**config.mk**
```make
export PLATFORM = sky130hd
export DESIGN_NAME = fetch_ctrl
export DESIGN_NICKNAME = d
export VERILOG_FILES = /design/src/rtl/fetch_ctrl.sv
export SDC_FILE = /design/constraint.sdc
export NUM_CORES = 1
export LEC_CHECK = 0
export ABC_AREA = 0
export CAP_MARGIN = 10
export CELL_PAD_IN_SITES_DETAIL_PLACEMENT = 1
export CELL_PAD_IN_SITES_GLOBAL_PLACEMENT = 1
export CORE_MARGIN = 5
export CORE_UTILIZATION = 21
export DETAILED_ROUTE_END_ITERATION = 7
export GPL_TIMING_DRIVEN = 1
export PLACE_DENSITY = 0.81
export SLEW_MARGIN = 20
export SYNTH_ARGS = -nofsm -noshare
export SYNTH_HDL_FRONTEND = slang
export SYNTH_SLANG_ARGS = --single-unit
export TNS_END_PERCENT = 20
```
**constraint.sdc**
```tcl
create_clock -name clk -period 1.85 [get_ports clk]
set_input_delay 0.4625 -clock clk [delete_from_list [all_inputs] [get_ports clk]]
set_output_delay 0.4625 -clock clk [all_outputs]
set_load 0.01 [all_outputs]
```
**src/rtl/fetch_ctrl.sv**
```systemverilog
// ---------------------------------------------------------------------------
// fetch_ctrl -- instruction memory loader and sequential fetch controller.
//
// The block first streams a program into an external instruction memory
// (LOAD). A start pulse then fetches from it word by word (RUN). Fetch can be
// stalled or redirected. A misaligned redirect parks the controller in HALT,
// and only reset leaves HALT.
//
// Optional feature (macro FETCH_CTRL_HALT_DETECT_EN):
//   When defined, a fetched word equal to 32'hFFFFFFFF is presented as a
//   valid instruction, and the FSM enters HALT on the following edge.
//   When undefined, that word is treated like any other instruction.
//
// Parameters:
//   DEPTH    : number of 32-bit words in the instruction memory (>= 2)
//   RESET_PC : byte address where RUN starts
//
// Ports:
//   clk, rst_n                       : clock, asynchronous active-low reset
//   load_valid/load_ready            : loader handshake
//   load_data/load_last              : program word and final-word marker
//   start                            : one-cycle pulse that begins execution
//   stall/br_taken/br_target         : PC hold, redirect, redirect address
//   mem_we/mem_addr/mem_wdata        : instruction memory write port/address
//   mem_rdata                        : combinational read data for mem_addr
//   pc/instr/instr_valid             : fetch address, fetched word, valid
//   state_o/halted/err_misaligned    : FSM state, HALT flag, sticky error
//
// Handshake: a load word transfers on every rising edge where load_valid and
// load_ready are both 1. load_ready is 1 only in LOAD, and it does not depend
// on load_valid. load_valid may be held high across back-to-back words.
// ---------------------------------------------------------------------------
module fetch_ctrl #(
    parameter int          DEPTH    = 32,
    parameter logic [31:0] RESET_PC = 32'h0
) (
    input  logic                     clk,
    input  logic                     rst_n,
    input  logic                     load_valid,
    output logic                     load_ready,
    input  logic [31:0]              load_data,
    input  logic                     load_last,
    input  logic                     start,
    input  logic                     stall,
    input  logic                     br_taken,
    input  logic [31:0]              br_target,
    output logic                     mem_we,
    output logic [$clog2(DEPTH)-1:0] mem_addr,
    output logic [31:0]              mem_wdata,
    input  logic [31:0]              mem_rdata,
    output logic [31:0]              pc,
    output logic [31:0]              instr,
    output logic                     instr_valid,
    output logic [1:0]               state_o,
    output logic                     halted,
    output logic                     err_misaligned
);

    localparam int AW = $clog2(DEPTH);

    typedef enum logic [1:0] {
        ST_IDLE = 2'd0,
        ST_LOAD = 2'd1,
        ST_RUN  = 2'd2,
        ST_HALT = 2'd3
    } state_t;

    state_t        state;
    logic [31:0]   pc_q;
    logic [AW-1:0] load_cnt;
    logic          err_q;

    logic          in_load;
    logic          in_run;
    logic          fetch_ok;
    logic          halt_word;

    assign in_load = (state == ST_LOAD);
    assign in_run  = (state == ST_RUN);

    // A redirect outranks a stall, so the current word is still presented
    // as valid in a cycle where both are requested.
    assign fetch_ok = in_run && (br_taken || !stall);

`ifdef FETCH_CTRL_HALT_DETECT_EN
    assign halt_word = fetch_ok && (mem_rdata == 32'hFFFF_FFFF);
`else
    assign halt_word = 1'b0;
`endif

    // The memory port is shared. It uses the load counter while loading and
    // the PC word index at all other times. Only the word-index bits of the
    // PC are used, so fetch wraps modulo DEPTH.
    assign load_ready     = in_load;
    assign mem_we         = in_load && load_valid;
    assign mem_wdata      = load_data;
    assign mem_addr       = in_load ? load_cnt : pc_q[AW+1:2];

    assign instr_valid    = fetch_ok;
    assign instr          = fetch_ok ? mem_rdata : 32'h0;
    assign pc             = pc_q;
    assign state_o        = state;
    assign halted         = (state == ST_HALT);
    assign err_misaligned = err_q;

    always_ff @(posedge clk or negedge rst_n) begin
        if (!rst_n) begin
            state    <= ST_IDLE;
            pc_q     <= RESET_PC;
            load_cnt <= '0;
            err_q    <= 1'b0;
        end else begin
            case (state)
                ST_IDLE: begin
                    if (load_valid) begin
                        state <= ST_LOAD;
                    end else if (start) begin
                        state <= ST_RUN;
                        pc_q  <= RESET_PC;
                    end
                end
                ST_LOAD: begin
                    if (load_valid) begin
                        if (load_last || (load_cnt == AW'(DEPTH - 1))) begin
                            state    <= ST_IDLE;
                            load_cnt <= '0;
                        end else begin
                            load_cnt <= load_cnt + AW'(1);
                        end
                    end
                end
                ST_RUN: begin
                    // A halt word freezes the PC on the address that
                    // presented it.
                    if (halt_word) begin
                        state <= ST_HALT;
                    end else if (br_taken) begin
                        if (br_target[1:0] != 2'b00) begin
                            err_q <= 1'b1;
                            state <= ST_HALT;
                        end else begin
                            pc_q <= br_target;
                        end
                    end else if (!stall) begin
                        pc_q <= pc_q + 32'd4;
                    end
                end
                ST_HALT: begin
                    state <= ST_HALT;
                end
                default: begin
                    state <= ST_IDLE;
                end
            endcase
        end
    end

endmodule

```
==> run_results.csv <==
group,metric,value,unit
floorplan,fp.dieH,129,um
route,vias,3344,
sta,final.min_clock_period,2.11,ns
global_route,antenna_found_initial,0,
worst_setup_path,cp_slowest_cell,"dfrtp_2",
worst_setup_path,cp_max_fo,4,
power_and_ir_drop,pwr-share-comb,58.4,%
worst_setup_path,startpoint,"state_o[0]",
floorplan,die-width,129,um
synthesis,syn_nets,473,
power_and_ir_drop,ir_drop,349,uV
worst_hold_path,hold_path.class,"primary input to asynchronous set/reset pin",
global_route,grt_pass1_wl,19900,um
placed_design,pre_cts_ws,-0.683,ns
placed_design,hpwl,10000,um
power_and_ir_drop,cellPowerDensity,1200,nW/um2
worst_setup_path,end_kind,"output pin",
global_route,met3_usage,2.66,%
sta,rsz0062_at_grt,"yes",
sta,min_period_over_period,114,%
sta,worstMarginPinSlew,0.516,ns
clock_tree,cts_buffer_depth,2,
power_and_ir_drop,clkPwrFrac,17.4,%
global_route,global_route.usage.met2,28.2,%
placed_design,dp.cells,707,
outcome,status,"complete, but fails checks",
worst_setup_path,critical_path_class,"register to output pin",
synthesis,synth_area,2960,um2
global_route,grt_usage,14.9,%
synthesis,synth_cells,367,
synthesis,ys_seq_area_share,33.8,%
power_and_ir_drop,p_int,4140,uW
floorplan,rows,43,
clock_tree,clk_latency,0.29,ns
sta,setup_viol,42,
worst_setup_path,arrival,1.64,ns
route,drt_iter0_drc,147,
floorplan,initial_core_util,21.3,%
sta,finalClockSkew,0.00792,ns
floorplan,ios,211,
layout,layout_commonest_cell,"clkdlybuf4s50_1",
power_and_ir_drop,finalPower,6530,uW
layout,layout_common_cells,"clkdlybuf4s50_1, buf_4, nand2_1",
worst_setup_path,slowest_delay,0.41,ns
worst_setup_path,worstPathCellList,"or2b_1 -> a21oi_4 -> buf_12 -> clkbuf_16 -> and2_4 -> buf_6",
clock_tree,cts.htree.levels,2,
clock_tree,path_clk_slew,0.06,ns
layout,layout-drive-gt1-share,34.9,%
flow_run,drv_cap,0,
sta,setup_slack,-0.255,ns
route,ant_nets,0,
synthesis,syn_area_per_cell,8.07,um2
clock_tree,cts_buffers,5,
sta,max_slew_margin,65.6,%
worst_setup_path,cp_num_cells,6,
route,drc,0,
power_and_ir_drop,power_frac_seq,24.2,%
layout,fin_nets,649,
route,wl_per_cell,17.8,um
placed_design,io_buffers,146,
floorplan,dieArea,16600,um2
worst_setup_path,reg2regPathDepth,6,
layout,fin_util,39.1,%
layout,diodes,0,
clock_tree,cts_root_buf,"clkbuf_16",
synthesis,yosysWarningCount,0,
sta,final-hold-violation-count,0,
clock_tree,cts_tree,"yes",
route,totalWireLength,12900,um
worst_setup_path,rrSetupSlack,-0.02,ns
global_route,grt.busiest_layer,"met2",
clock_tree,cts_sinks,40,
sta,max_freq,475,MHz
layout,instances_no_fill,724,
synthesis,yosysTopAreaCellShare,33.8,%
global_route,grt_util_met1,17.4,%
global_route,grt_max_degree,23,
worst_setup_path,cp-endpoint,"instr[23]",
route,first_pass_iters,4,
clock_tree,cts_hold_buf,0,
power_and_ir_drop,power.net_switching,2390,uW
synthesis,ys_types,48,
synthesis,synth_area_leaders,"dfrtp_1, buf_4, and2_1",
worst_setup_path,crit_family,"flip-flops",
worst_setup_path,cp.buffers_inverters,3,
outcome,violations,"setup timing",
sta,maxSlewViolCount,0,
global_route,grt_pass1_vias,3770,
floorplan,core_area,13900,um2
placed_design,gp_congestion,0.849,
layout,synthToLayoutAreaGrowth,83.4,%
global_route,grt-ovfl-total,0,
worst_setup_path,timing.rr.start,"pc[3]",
worst_setup_path,startpoint_type,"register",
synthesis,ys_seq_elements,40,
synthesis,yosys.area.top_type,"dfrtp_1",
worst_setup_path,timing.rr.end,"pc[26]",
worst_setup_path,required,1.39,ns
power_and_ir_drop,power_leakage,0.00233,uW
power_and_ir_drop,swShare,36.6,%
route,viasPerCell,4.62,
[cell usage after synthesis (all sizes together)]
cell type,n
or2,2
or2b,1
and2,37
nand4,10
nor3,11
a211oi,1
nand3,21
and3,5
or3b,1
a221o,4
o21ai,29
and4,5
a22oi,4
a21o,3
dfrtp,40
or4bb,1
nand2b,4
a211o,2
o211ai,4
inv,3
nor2,17
nor4,7
xnor2,9
mux2i,2
clkinv,1
o311ai,1
o31ai,2
or3,2
nand2,56
o221ai,1
buf,37
nor2b,3
a31o,1
ha,3
xor2,6
or4,3
clkbuf,12
a31oi,1
nor4b,4
a21oi,7
nor3b,4
[power groups by stage]
stage                     clock network [uW]  registers [uW]  logic (uW)
final                                   1140            1580        3820
after global routing                    1180            1640        4080
after CTS                               1150            1590        3840
after detailed placement                   0            1600        3510
after global placement                     0            1560        3410
after floorplan                            0            1800        1240
[kinds of logic after synthesis]
| logic type | synth area share (%) |
|---|---|
| compound gates | 12.7 |
| mux | 0.676 |
| buf+inv | 11.2 |
| fa+ha+maj | 1.27 |
| xor+xnor | 4.43 |
| flops | 33.8 |
| simple gates | 36.0 |
[metrics by stage]
step,cell area (um2),setup TNS (ns),hold WS (ns)
after global placement,4940,-36.59,0.455
final,5430,-7.44,0.146
after global routing,5430,-10.94,0.185
after detailed placement,4940,-39.25,0.465
after CTS,5340,-10.24,0.161
after floorplan,3090,-0.0282,0.167
[registers in the layout, indices dropped and copies added, names as in the netlist]
signal	flops
load_cnt	5
pc	32
state_o	2
err_misaligned	1
[how the worst min path moves through the flow]
stage / from / to / slack [ns] / depth (start not counted)
after floorplan: rst_n / err_misaligned / 0.17 / 0
after global placement: rst_n / pc[28] / 0.46 / 1
after detailed placement: rst_n / pc[28] / 0.47 / 1
after CTS: rst_n / pc[28] / 0.16 / 1
after global routing: rst_n / pc[28] / 0.19 / 1
final: rst_n / pc[28] / 0.15 / 1
[layer usage]
layer / wire length (um) / vias up
met2: 6870 / 91
met5: 0 / -
li1: - / 1613
met4: 157 / 0
met1: 5240 / 1622
met3: 651 / 18
[repair_timing]
action	4_1_cts	5_1_grt
gates cloned	3	1
resized for setup	214	53
setup endpoints to repair	73	71
pin swaps	21	20
setup buffers	5	3
[layout make-up]
| type | count | area [um2] |
|---|---|---|
| fillers | 1625 | 8450 |
| repair buffers | 218 | 2140 |
| multi-input cells | 274 | 1850 |
| flip-flops and latches | 40 | 1010 |
| well taps | 180 | 225 |
| clock buffers | 6 | 129 |
| clock inverters | 2 | 60.1 |
| inverters | 4 | 17.5 |
Note: power is estimated with default switching activity, not from simulation.
